==> src/rtl/cmp_mon_pkg.sv <==
// Shared definitions for the threshold monitor: state encoding and run-counter sizing.
package cmp_mon_pkg;

   localparam int STATE_W = 2;

   typedef enum logic [STATE_W-1:0] {
      NORMAL    = 2'd0,
      ARMING    = 2'd1,
      ALARM     = 2'd2,
      RELEASING = 2'd3
   } mon_state_t;

   // Run counter must hold 0..PERSIST inclusive
   function automatic int run_cnt_width(input int persist);
      return (persist < 1) ? 1 : $clog2(persist + 1);
   endfunction

endpackage

==> src/rtl/comparator_nbit.sv <==
// Unsigned N-bit magnitude comparator producing mutually exclusive greater/equal/smaller flags.
module comparator_nbit #(
   parameter int N = 12
) (
   input  logic [N-1:0] a,
   input  logic [N-1:0] b,
   output logic         greater,
   output logic         equal,
   output logic         smaller
);

   assign greater = (a > b);
   assign equal   = (a == b);
   assign smaller = (a < b);

endmodule

==> src/rtl/cmp_threshold_monitor.sv <==
// Threshold monitor: persistence-filtered alarm with hysteresis, saturating event count
// and running peak of the valid sample stream.
module cmp_threshold_monitor
   import cmp_mon_pkg::*;
#(
   parameter int N       = 12,
   parameter int PERSIST = 4,
   parameter int CNT_W   = 8
) (
   input  logic               clk,
   input  logic               rst_n,
   input  logic               clear,
   input  logic               sample_valid,
   input  logic [N-1:0]       sample,
   input  logic [N-1:0]       thr_hi,
   input  logic [N-1:0]       thr_lo,
   output logic               alarm,
   output logic               alarm_rise,
   output logic [STATE_W-1:0] state,
   output logic [CNT_W-1:0]   event_cnt,
   output logic [N-1:0]       peak
);

   localparam int                RUN_W    = run_cnt_width(PERSIST);
   localparam logic [RUN_W-1:0]  RUN_LAST = RUN_W'(PERSIST);
   localparam logic [CNT_W-1:0]  CNT_MAX  = {CNT_W{1'b1}};

   mon_state_t       state_r;
   logic [RUN_W-1:0] run_r;
   logic             alarm_r;
   logic             rise_r;
   logic [CNT_W-1:0] cnt_r;
   logic [N-1:0]     peak_r;

   logic hi_gt, hi_eq, hi_lt;
   logic lo_gt, lo_eq, lo_lt;
   logic pk_gt, pk_eq, pk_lt;
   logic unused_flags;

   logic             hi_qual;
   logic             lo_qual;
   logic [RUN_W-1:0] run_next;
   logic             run_done;

   comparator_nbit #(.N(N)) u_cmp_hi (
      .a(sample), .b(thr_hi), .greater(hi_gt), .equal(hi_eq), .smaller(hi_lt)
   );

   comparator_nbit #(.N(N)) u_cmp_lo (
      .a(sample), .b(thr_lo), .greater(lo_gt), .equal(lo_eq), .smaller(lo_lt)
   );

   comparator_nbit #(.N(N)) u_cmp_peak (
      .a(sample), .b(peak_r), .greater(pk_gt), .equal(pk_eq), .smaller(pk_lt)
   );

   assign unused_flags = ^{hi_eq, hi_lt, lo_gt, lo_eq, pk_eq, pk_lt};

   assign hi_qual  = sample_valid & hi_gt;
   assign lo_qual  = sample_valid & lo_lt;
   assign run_next = run_r + RUN_W'(1);
   assign run_done = (run_next == RUN_LAST);

   // Alarm FSM with run counter, event counter and peak tracker
   always_ff @(posedge clk or negedge rst_n) begin
      if (!rst_n) begin
         state_r <= NORMAL;
         run_r   <= '0;
         alarm_r <= 1'b0;
         rise_r  <= 1'b0;
         cnt_r   <= '0;
         peak_r  <= '0;
      end else if (clear) begin
         state_r <= NORMAL;
         run_r   <= '0;
         alarm_r <= 1'b0;
         rise_r  <= 1'b0;
         cnt_r   <= '0;
         peak_r  <= '0;
      end else begin
         rise_r <= 1'b0;
         if (sample_valid && pk_gt) begin
            peak_r <= sample;
         end
         // Run is always zero in NORMAL/ALARM, so the arming states share the same test
         case (state_r)
            NORMAL, ARMING: begin
               if (hi_qual) begin
                  if (run_done) begin
                     state_r <= ALARM;
                     run_r   <= '0;
                     alarm_r <= 1'b1;
                     rise_r  <= 1'b1;
                     if (cnt_r != CNT_MAX) begin
                        cnt_r <= cnt_r + CNT_W'(1);
                     end
                  end else begin
                     state_r <= ARMING;
                     run_r   <= run_next;
                  end
               end else if (sample_valid) begin
                  state_r <= NORMAL;
                  run_r   <= '0;
               end
            end
            ALARM, RELEASING: begin
               if (lo_qual) begin
                  if (run_done) begin
                     state_r <= NORMAL;
                     run_r   <= '0;
                     alarm_r <= 1'b0;
                  end else begin
                     state_r <= RELEASING;
                     run_r   <= run_next;
                  end
               end else if (sample_valid) begin
                  state_r <= ALARM;
                  run_r   <= '0;
               end
            end
            default: begin
               state_r <= NORMAL;
               run_r   <= '0;
               alarm_r <= 1'b0;
            end
         endcase
      end
   end

   assign alarm      = alarm_r;
   assign alarm_rise = rise_r;
   assign state      = state_r;
   assign event_cnt  = cnt_r;
   assign peak       = peak_r;

endmodule

==> config.mk <==
export PLATFORM = sky130hd
export DESIGN_NAME = cmp_threshold_monitor
export DESIGN_NICKNAME = d
export VERILOG_FILES = /design/src/rtl/cmp_mon_pkg.sv /design/src/rtl/comparator_nbit.sv /design/src/rtl/cmp_threshold_monitor.sv
export SDC_FILE = /design/constraint.sdc
export NUM_CORES = 1
export LEC_CHECK = 0
export CORE_MARGIN = 10
export CORE_UTILIZATION = 34
export CTS_BUF_LIST = sky130_fd_sc_hd__clkbuf_16
export CTS_CLUSTER_SIZE = 40
export DETAILED_ROUTE_END_ITERATION = 10
export GPL_TIMING_DRIVEN = 0
export MAX_ROUTING_LAYER = met4
export PLACE_DENSITY = 0.67
export SYNTH_ARGS = -nofsm -noshare
export SYNTH_HDL_FRONTEND = slang
export SYNTH_HIERARCHICAL = 1
export SYNTH_SLANG_ARGS = --single-unit
==> constraint.sdc <==
create_clock -name clk -period 2 [get_ports clk]
set_clock_uncertainty 0.15 [all_clocks]
set_input_delay 0.5 -clock clk [delete_from_list [all_inputs] [get_ports clk]]
set_output_delay 0.5 -clock clk [all_outputs]
set_load 0.02 [all_outputs]
==> metrics <==
Setup crit end kind flip-flop; run status finished with violations; io pins 64; port buffer count around 60; global-route wire length before repair 11000 um; n_diodes 0; Sw Ratio a little under a third; max_slew headroom a little under three fifths; Slowest Stage Delay on Critical Path 0.47 ns; crit-path cells buf_12 -> ha_4 -> and4_4 -> nand2_2 -> a21o_1 -> a31oi_4 -> nand4b_1 -> nand2b_4 -> buf_6 -> or4_1 -> a21oi_1; worst-path fanout max 6; DRC viols 0; startpoint types primary input; hpwl dp slightly below 5000 um; clk buf depth 2; H-tree lvl count 1; layout cell share with drive strength beyond 1 approximately 46%; RSZ-0062 raised after global routing yes; power share of the combinational group between 30% and 40%; failing checks negative setup slack; Worst-path clk slew ~0.080 ns; minimum clock period ~2.5 ns; Net Count, Synth around 340; maximum number of pins on one net before global-route repair 28; GRT Overall Usage a little over an eighth; final hold viol count 0; clock power share ~29%; total number of yosys warnings 6; post-synthesis cell area approximately 2200 um^2; Peak VDD IR approximately 0.34 mV; Worst-Margin Slew about 0.65 ns; endpoints failing setup 26; max-cap viol count 0; Final Cycle Share 125%; DR vias/cell ~5; P_int about 1.1 mW; Psw 0.511 mW; Peak Freq between 400 and 500 MHz; LEAKAGE 1.66 nW; P per Cell Area 443 nW/um^2; Setup WS post-layout -0.499 ns; kind of critical path primary input to flip-flop; P&R area growth vs syn 70.2%; drt pass-1 iters 4; CTS buffer count 3; hold_buf cts 0; WL final 7000 um; Core ar. between 6000 and 7000 um^2; pre-CTS setup slack -1.55 ns; Most Crowded Layer GR met2; Root Driver clkbuf_16; via count roughly 2200; final hold slack 0.102 ns; post-route ant nets 0; setup tns final -5.34 ns; Slew Limit Fails 0; Worst Path Required approximately 2.0 ns; GRT overflow 0; GR Layer Usage met3 under 10%; DRT iter0 DRCs between 70 and 80; R2R depth 10; WL per Instance around 16 um; Final nets between 400 and 500; DIE WIDTH roughly 100 um; Mapped Cells about 270; Slowest cell on crit path or4_1; vias in the first global route between 2000 and 2500; chip height 100 um; worst hold path type primary input to async pin; Seq pwr share a little over a third; Clk Latency, worst-skew pair between 0.2 and 0.3 ns; Mean Syn Cell Area 8.27 um^2; Sink Count 27; met2 GRT Util a little under a quarter; CTS tree built; placer congestion estimate ~0.81; initial antenna violation count 0; Power Total 1.65 mW; DIE AREA approximately 10000 um^2; Rows 29; crit path DAT 2.54 ns; initial core utilization approximately a third; met1 usage approximately 16%
==> power by group through the flow <==
stage / Combinational, mW / Sequential (mW) / Clock, mW
after floorplan: 0.217 / 0.615 / 0
after global placement: 0.434 / 0.596 / 0
after detailed placement: 0.451 / 0.596 / 0
after CTS: 0.493 / 0.585 / 0.488
after global routing: 0.648 / 0.587 / 0.513
final: 0.585 / 0.584 / 0.483
==> cell usage in the layout (no fill, tap or decap), types with 5 or more instances in the layout <==
| cell | count |
|---|---|
| ha_1 | 13 |
| a21oi_2 | 10 |
| buf_4 | 21 |
| dfrtp_2 | 7 |
| a21oi_1 | 25 |
| nor2_1 | 11 |
| buf_2 | 18 |
| buf_6 | 14 |
| dfrtp_1 | 20 |
| dlygate4sd2_1 | 9 |
| nand2_1 | 32 |
| inv_2 | 15 |
| clkdlybuf4s50_1 | 14 |
| nand2_2 | 9 |
| ha_4 | 24 |
| inv_1 | 16 |
| buf_12 | 5 |
==> cell type report <==
cell class / instances / area (um^2)
clock buffers: 3 / 75.1
flip-flops and latches: 27 / 684
well taps: 77 / 96.3
multi-input cells: 195 / 1860
clock inverters: 1 / 7.51
repair buffers: 85 / 797
fillers: 561 / 2580
plain buffers: 7 / 53.8
inverters: 36 / 160
==> critical path: cells and delay by family <==
family | cells | cell delay, ns
fa+ha+maj | 1 | 0.25
simple gates | 5 | 1.07
compound gates | 3 | 0.47
buf+inv | 2 | 0.24
==> per-layer routing <==
metal	up-vias	wire, um
li1	1097	-
met4	0	97
met5	-	0
met3	8	202
met2	42	3600
met1	1064	3090
==> final timing paths <==
| check | from | endpoint | slack, ns |
|---|---|---|---|
| setup / recovery | sample[8] | event_cnt[5] | -0.50 |
| hold / removal | rst_n | event_cnt[0] | 0.10 |
| setup reg to reg | peak[10] | peak[9] | -0.11 |
| hold reg to reg | peak[1] | peak[1] | 0.41 |
| max in group asynchronous | rst_n | peak[8] | 1.13 |
| min in group clk | sample[5] | peak[5] | 0.33 |
==> what timing repair did <==
item | CTS | global route
setup buffers | 14 | 14
pin swaps | 54 | 28
resized for setup | 194 | 52
gates cloned | 0 | 1
endpoints found under the setup margin | 37 | 29
==> sequential cells by signal (all words and copies together), names as in the netlist <==
name        cells
alarm           1
state           2
run_r           3
peak           12
event_cnt       8
alarm_rise      1
==> per-stage QoR <==
step	cells	area, um^2	utilization, %
floorplan	265	2440	-
global placement	403	3140	49.8
detailed placement	403	3140	49.8
CTS	419	3460	54.8
global route	431	3730	59.1
finish	431	3730	59.1
(Power assumes the default switching activity.)
